<file path="src/rtl/bcd_pkg.sv">
// rtl/bcd_pkg.sv - shared types and constants for the binary-to-BCD converter
package bcd_pkg;

  typedef enum logic [1:0] {
    IDLE    = 2'd0,
    CONVERT = 2'd1,
    DONE    = 2'd2
  } bcd_state_e;

  localparam int BCD_DIGIT_W    = 4;
  localparam int BCD_ADJ_THRESH = 5;
  localparam int BCD_ADJ_ADD    = 3;

  // True when DIGITS decimal digits can represent every IN_WIDTH-bit value.
  function automatic bit digits_cover(input int in_w, input int digits);
    longint unsigned max_val;
    longint unsigned pow10;
    max_val = (64'd1 << in_w) - 64'd1;
    pow10   = 64'd1;
    for (int i = 0; i < digits; i++) begin
      if (pow10 <= max_val) pow10 = pow10 * 64'd10;
    end
    return pow10 > max_val;
  endfunction

endpackage

</file>
<file path="src/rtl/bcd_digit_adjust.sv">
// rtl/bcd_digit_adjust.sv - double-dabble add-3 correction for one BCD digit
module bcd_digit_adjust
  import bcd_pkg::*;
(
  input  logic [BCD_DIGIT_W-1:0] digit,
  output logic [BCD_DIGIT_W-1:0] adjusted
);

  always_comb begin
    adjusted = digit;
    if (digit >= BCD_DIGIT_W'(BCD_ADJ_THRESH)) begin
      adjusted = digit + BCD_DIGIT_W'(BCD_ADJ_ADD);
    end
  end

endmodule

</file>
<file path="src/rtl/product_bcd_converter.sv">
// rtl/product_bcd_converter.sv - sequential shift/add-3 binary-to-BCD converter
module product_bcd_converter
  import bcd_pkg::*;
#(
  parameter int IN_WIDTH = 8,
  parameter int DIGITS   = 3
) (
  input  logic                          clock,
  input  logic                          reset_n,
  input  logic                          start,
  input  logic [IN_WIDTH-1:0]           product,
  output logic [BCD_DIGIT_W*DIGITS-1:0] bcd,
  output logic                          busy,
  output logic                          done
);

  localparam int SW    = BCD_DIGIT_W * DIGITS;
  localparam int CNT_W = $clog2(IN_WIDTH + 1);

  generate
    if (!digits_cover(IN_WIDTH, DIGITS)) begin : g_bad_digits
      $error("product_bcd_converter: DIGITS too small for IN_WIDTH");
    end
  endgenerate

  bcd_state_e           state;
  bcd_state_e           state_next;
  logic [CNT_W-1:0]     cnt;
  logic [SW-1:0]        scratch;
  logic [SW-1:0]        adj_scratch;
  logic [SW-1:0]        scratch_shift;
  logic [IN_WIDTH-1:0]  bin;
  logic [IN_WIDTH-1:0]  bin_shift;
  logic                 last_iter;

  for (genvar g = 0; g < DIGITS; g++) begin : g_adj
    bcd_digit_adjust u_adj (
      .digit    (scratch[g*BCD_DIGIT_W +: BCD_DIGIT_W]),
      .adjusted (adj_scratch[g*BCD_DIGIT_W +: BCD_DIGIT_W])
    );
  end

  // Correct first, then shift {scratch, bin} left with bin's MSB entering scratch.
  assign scratch_shift = {adj_scratch[SW-2:0], bin[IN_WIDTH-1]};
  assign bin_shift     = {bin[IN_WIDTH-2:0], 1'b0};
  assign last_iter     = (cnt == CNT_W'(IN_WIDTH - 1));

  always_comb begin
    state_next = state;
    case (state)
      IDLE:    if (start) state_next = CONVERT;
      CONVERT: if (last_iter) state_next = DONE;
      DONE:    state_next = IDLE;
      default: state_next = IDLE;
    endcase
  end

  // Status flags are registered from the next state so they align with it.
  always_ff @(posedge clock or negedge reset_n) begin
    if (!reset_n) begin
      state   <= IDLE;
      cnt     <= '0;
      scratch <= '0;
      bin     <= '0;
      bcd     <= '0;
      busy    <= 1'b0;
      done    <= 1'b0;
    end else begin
      state <= state_next;
      busy  <= (state_next == CONVERT);
      done  <= (state_next == DONE);
      case (state)
        IDLE: begin
          if (start) begin
            bin     <= product;
            scratch <= '0;
            cnt     <= '0;
          end
        end
        CONVERT: begin
          scratch <= scratch_shift;
          bin     <= bin_shift;
          cnt     <= cnt + CNT_W'(1);
          if (last_iter) bcd <= scratch_shift;
        end
        default: ;
      endcase
    end
  end

endmodule

</file>
<file path="config.mk">
export PLATFORM = sky130hd
export DESIGN_NAME = product_bcd_converter
export DESIGN_NICKNAME = d
export VERILOG_FILES = /design/src/rtl/bcd_pkg.sv /design/src/rtl/bcd_digit_adjust.sv /design/src/rtl/product_bcd_converter.sv
export SDC_FILE = /design/constraint.sdc
export NUM_CORES = 1
export LEC_CHECK = 0
export ABC_CLOCK_PERIOD_IN_PS = 3200
export CORE_UTILIZATION = 52
export CTS_CLUSTER_SIZE = 10
export DETAILED_ROUTE_END_ITERATION = 12
export PLACE_DENSITY = 0.76
export SLEW_MARGIN = 20
export SYNTH_ARGS = -nofsm -noshare
export SYNTH_HDL_FRONTEND = slang
export SYNTH_HIERARCHICAL = 1
export SYNTH_SLANG_ARGS = --single-unit
</file>
<file path="constraint.sdc">
create_clock -name clock -period 3.2 [get_ports clock]
set_clock_uncertainty 0.15 [all_clocks]
set_input_delay 0.48 -clock clock [delete_from_list [all_inputs] [get_ports clock]]
set_output_delay 0.48 -clock clock [all_outputs]
set_load 0.02 [all_outputs]
</file>
* Word-level counts from Yosys, hierarchy flattened
Cells that the tools add are included.
Operators by class: $add $sub $neg 4, order comparisons 3, equal/unequal tests 5, multiplexer cells 12, reductions and logical operators 4
Operators by type and width (count):
- 12-bit one-hot mux with 2 select lines | 1
- 8-bit one-hot mux with 2 select lines | 1
- 4-bit by 3-bit greater-or-equal comparator with 1-bit output, second input constant | 3
- 12-bit two-way mux | 1
- 4-bit two-way mux | 3
- 4-bit by 2-bit adder with 4-bit output, second input constant | 2
- 8-bit two-way mux | 1
- 4-bit one-hot mux with 2 select lines | 1
- 4-bit by 1-bit adder with 4-bit output, second input constant | 1
- 2-bit by 1-bit equality test with 1-bit output, second input constant | 2
- 4-bit by 3-bit equality test with 1-bit output, second input constant | 1
- 2-bit two-way mux | 2
- 2-bit one-hot mux with 2 select lines | 1
- 2-bit AND reduction | 2
- 3-bit by 2-bit adder with 3-bit output, second input constant | 1
- 3-bit two-way mux | 1
- 2-bit equality test, second input constant | 1
- 2-bit logical NOT | 1
- 2-bit != test, second input constant | 1
- 2-bit nonzero test | 1
Storage, ports and cells: flip-flop bits (word level) 40, input bits 11, output and inout bits 14, word-level logic and storage cells 35

* Logic depth before layout (Yosys ltp)
word-level depth 4, gate-level depth with buffers 6, gate-level depth less buffers 6

* Hierarchy
The synthesis kept the hierarchy.
Modules (own cells, without submodules):
- product_bcd_converter | instances 1, cells each 125, area an instance 1670.4 µm², sequential area each 1001.0 µm²
- bcd_digit_adjust | instances 3, cells each 16, area an instance 101.3 µm², sequential area each 0.0 µm²

* Least setup slack after synthesis
OpenSTA, ideal clock, no wires.
path type flip-flop to flip-flop, from reg cnt[0], to reg bcd[10], setup time 125 ps, arrival time 1326 ps, data required time 2925 ps, path slack 1599 ps, stages on the path, launching flop included 6, buffers on the path 2, clock period less this slack 1601 ps, path through dfrtp_1 -> ha_1 -> and3_4 -> buf_6 -> buf_12 -> mux2_4
Between the ends: word-level cells in the longest chain between the ends 2
Ends and longest elaborated chain:
- start, declared | RTL line product_bcd_converter.sv:28 | logic [CNT_W-1:0] cnt;
- start signal, assigned | RTL line product_bcd_converter.sv:83 | cnt <= cnt + CNT_W'(1);
- 4-bit by 3-bit equality test with 1-bit output | RTL line product_bcd_converter.sv:46 | assign last_iter = (cnt == CNT_W'(IN_WIDTH - 1));
- 2-bit AND reduction (no line)
- end signal, assigned | RTL line product_bcd_converter.sv:84 | if (last_iter) bcd <= scratch_shift;
- end, declared | RTL line product_bcd_converter.sv:12 | output logic [BCD_DIGIT_W*DIGITS-1:0] bcd,
Every way passes these cells. A chain may end at the register's enable or synchronous reset.

* Final worst setup path
from reg state[0], to reg bcd[0]
Between the ends: word-level cells in the longest chain between the ends 2
Ends and longest elaborated chain:
- start, declared | RTL line product_bcd_converter.sv:26 | bcd_state_e state;
- start signal, assigned | RTL line product_bcd_converter.sv:69 | state <= state_next;
- 2-bit by 1-bit equality test with 1-bit output | RTL line product_bcd_converter.sv:72 | case (state)
- 2-bit AND reduction (no line)
Every way passes these cells.

==> impl_metrics.csv <==
group,metric,value,unit
finish,seq_area,1001,um2
clock_network,post_cts_buffers,0,
setup_path,critPathSlowestCell,"dfrtp_1",
global_route,overflow,0,
finish,multi_input_area,850.8,um2
setup_path,crit_type,"reg -> reg",
setup_path,critical_path_buf_inv_count,0,
global_route,grt_usage,19.38,%
setup_path,path_max_fanout,20,
finish,mostFrequentLayoutCell,"dfrtp_1",
finish,diodes,0,
clock_network,cts_hold_buffers,0,
global_route,grt_max_degree,41,
route,dr.first_iter.drc_count,35,
finish,drive_above_1_share,15.10,%
power_and_ir_drop,p_leak,0.001109,uW
setup_path,cp-start-kind,"flop",
clock_network,cts_buffers,5,
placed_design,post-place-ws,0.9813,ns
setup_path,critPathTopFamily,"simple AND/OR/NAND/NOR gates",
clock_network,clkLatencyLatePin,0.30,ns
clock_network,clock_path_buffers,2,
setup_path,cp-end-kind,"flop",
synth,synth_area,1954,um2
flow_run,cap_violations,0,
sta,slew-limit-headroom,44.00,%
route,wl_per_cell,14.05,um
global_route,first_global_vias,1284,
global_route,grt_pass1_wl,5.844,mm
synth,synth_nets,187,
clock_network,htreeDepth,2,
floorplan,die_area,4008,um2
route,viasPerCell,5.424,
route,drc,0,
synth,synth.avg_cell_area,11.56,um2
route,dr.pass1.iters,4,
finish,nets,209,
clock_network,cts-root-buf,"clkbuf_8",
setup_path,crit_arrival,2.27,ns
synth,yosysWarnings,6,
synth,synth_cells,169,
setup_path,critPathMaxStageDelay,0.68,ns
sta,grt_setup_unrepaired,"no",
outcome,status,"finished, final reports clean",
power_and_ir_drop,peakVddDrop,0.4806,mV
clock_network,cts_tree,"yes",
sta,finalMaxSlewViolations,0,
floorplan,initial_utilization,56.35,%
floorplan,die_w,63.31,um
route,detail-route-antenna-nets,0,
finish,fin_area,2308,um2
clock_network,cts_resized,0,
finish,layout_common_cells,"dfrtp_1 (40), clkdlybuf4s50_1 (23), nand2_1 (21)",
sta,hold_violations,0,
power_and_ir_drop,power_density,1107,nW/um2
finish,fillers,284,
placed_design,dp_hpwl,2.231,mm
clock_network,cts.sink_count,40,
sta,period_share,69.76,%
sta,setup_tns,0,ns
sta,setup_viol,0,
finish,syn2layout_area_growth,18.12,%
floorplan,die_h,63.31,um
floorplan,rows,21,
floorplan,coreArea,3468,um2
route,wl,3.345,mm
placed_design,port_buffers,24,
placed_design,gp_congestion,0.7850,
sta,fmax,448.0,MHz
setup_path,cp.required,3.24,ns
clock_network,clkSlewWorstSetupHoldPaths,0.07,ns
sta,worstMarginPinSlew,0.8399,ns
setup_path,path_cells,"nor2b_4, and3_4, mux2_2",
global_route,antenna_found_initial,0,
route,vias,1291,
floorplan,ios,25,
sta,period_minus_slack,2.232,ns
sta,worst_slack,0.9677,ns
worst_hold_path,hp-class,"in -> async",
placed_design,place_area,2182,um2
## stage by stage
stage | utilization, % | power, uW | instances | hold slack (ns)
after floorplan | - | 1804 | 169 | 0.03441
after global placement | 62.91 | 2062 | 230 | 0.3132
after detailed placement | 62.91 | 2109 | 230 | 0.3193
after CTS | 66.56 | 2571 | 238 | 0.1553
after global routing | 66.56 | 2729 | 238 | 0.1993
final | 66.56 | 2555 | 238 | 0.1305
## power by group
group / total, uW / switching (uW) / internal [uW]
combinational: 1170 / 556 / 610
sequential: 936 / 204 / 732
clock: 453 / 178 / 275
total: 2550 / 937 / 1620
## area by class of cell
| cell class | count | area share (%) |
|---|---|---|
| Clock inverter | 1 | 1.301 |
| Inverter | 8 | 1.301 |
| Multi-Input combinational cell | 111 | 36.86 |
| Timing Repair Buffer | 25 | 10.51 |
| Clock buffer | 7 | 4.173 |
| Tap cell | 46 | 2.493 |
| Sequential cell | 40 | 43.36 |
## metal layers
| layer | global-route usage [%] | vias to the layer above | wire length, um |
|---|---|---|---|
| met5 | 0 | - | 0 |
| met3 | 6.159 | 8 | 137 |
| met2 | 30.38 | 26 | 1537 |
| met1 | 24.17 | 624 | 1601 |
| li1 | - | 633 | - |
| met4 | 9.375 | 0 | 68 |
## state kept, by name, summed over array words and instances, names as in the netlist
register,cells
bcd,12
scratch,12
bin,8
cnt,4
state,2
busy,1
done,1
## path summary, 6_finish.rpt
| check | startpoint | endpoint | slack, ns | depth (start not counted) |
|---|---|---|---|---|
| hold / removal | reset_n | cnt[1]$_DFFE_PN0P_ | 0.13 | 1 |
| setup / recovery | state[0]$_DFF_PN0_ | bcd[0]$_DFFE_PN0P_ | 0.97 | 3 |
| min in group clock | cnt[3]$_DFFE_PN0P_ | cnt[3]$_DFFE_PN0P_ | 0.33 | 1 |
| setup reg to reg | state[0]$_DFF_PN0_ | bcd[0]$_DFFE_PN0P_ | 0.97 | 3 |
| hold reg to reg | cnt[3]$_DFFE_PN0P_ | cnt[3]$_DFFE_PN0P_ | 0.33 | 1 |
| max in group asynchronous | reset_n | bin[6]$_DFFE_PN0P_ | 2.24 | 1 |
(Power assumes the default switching activity.)
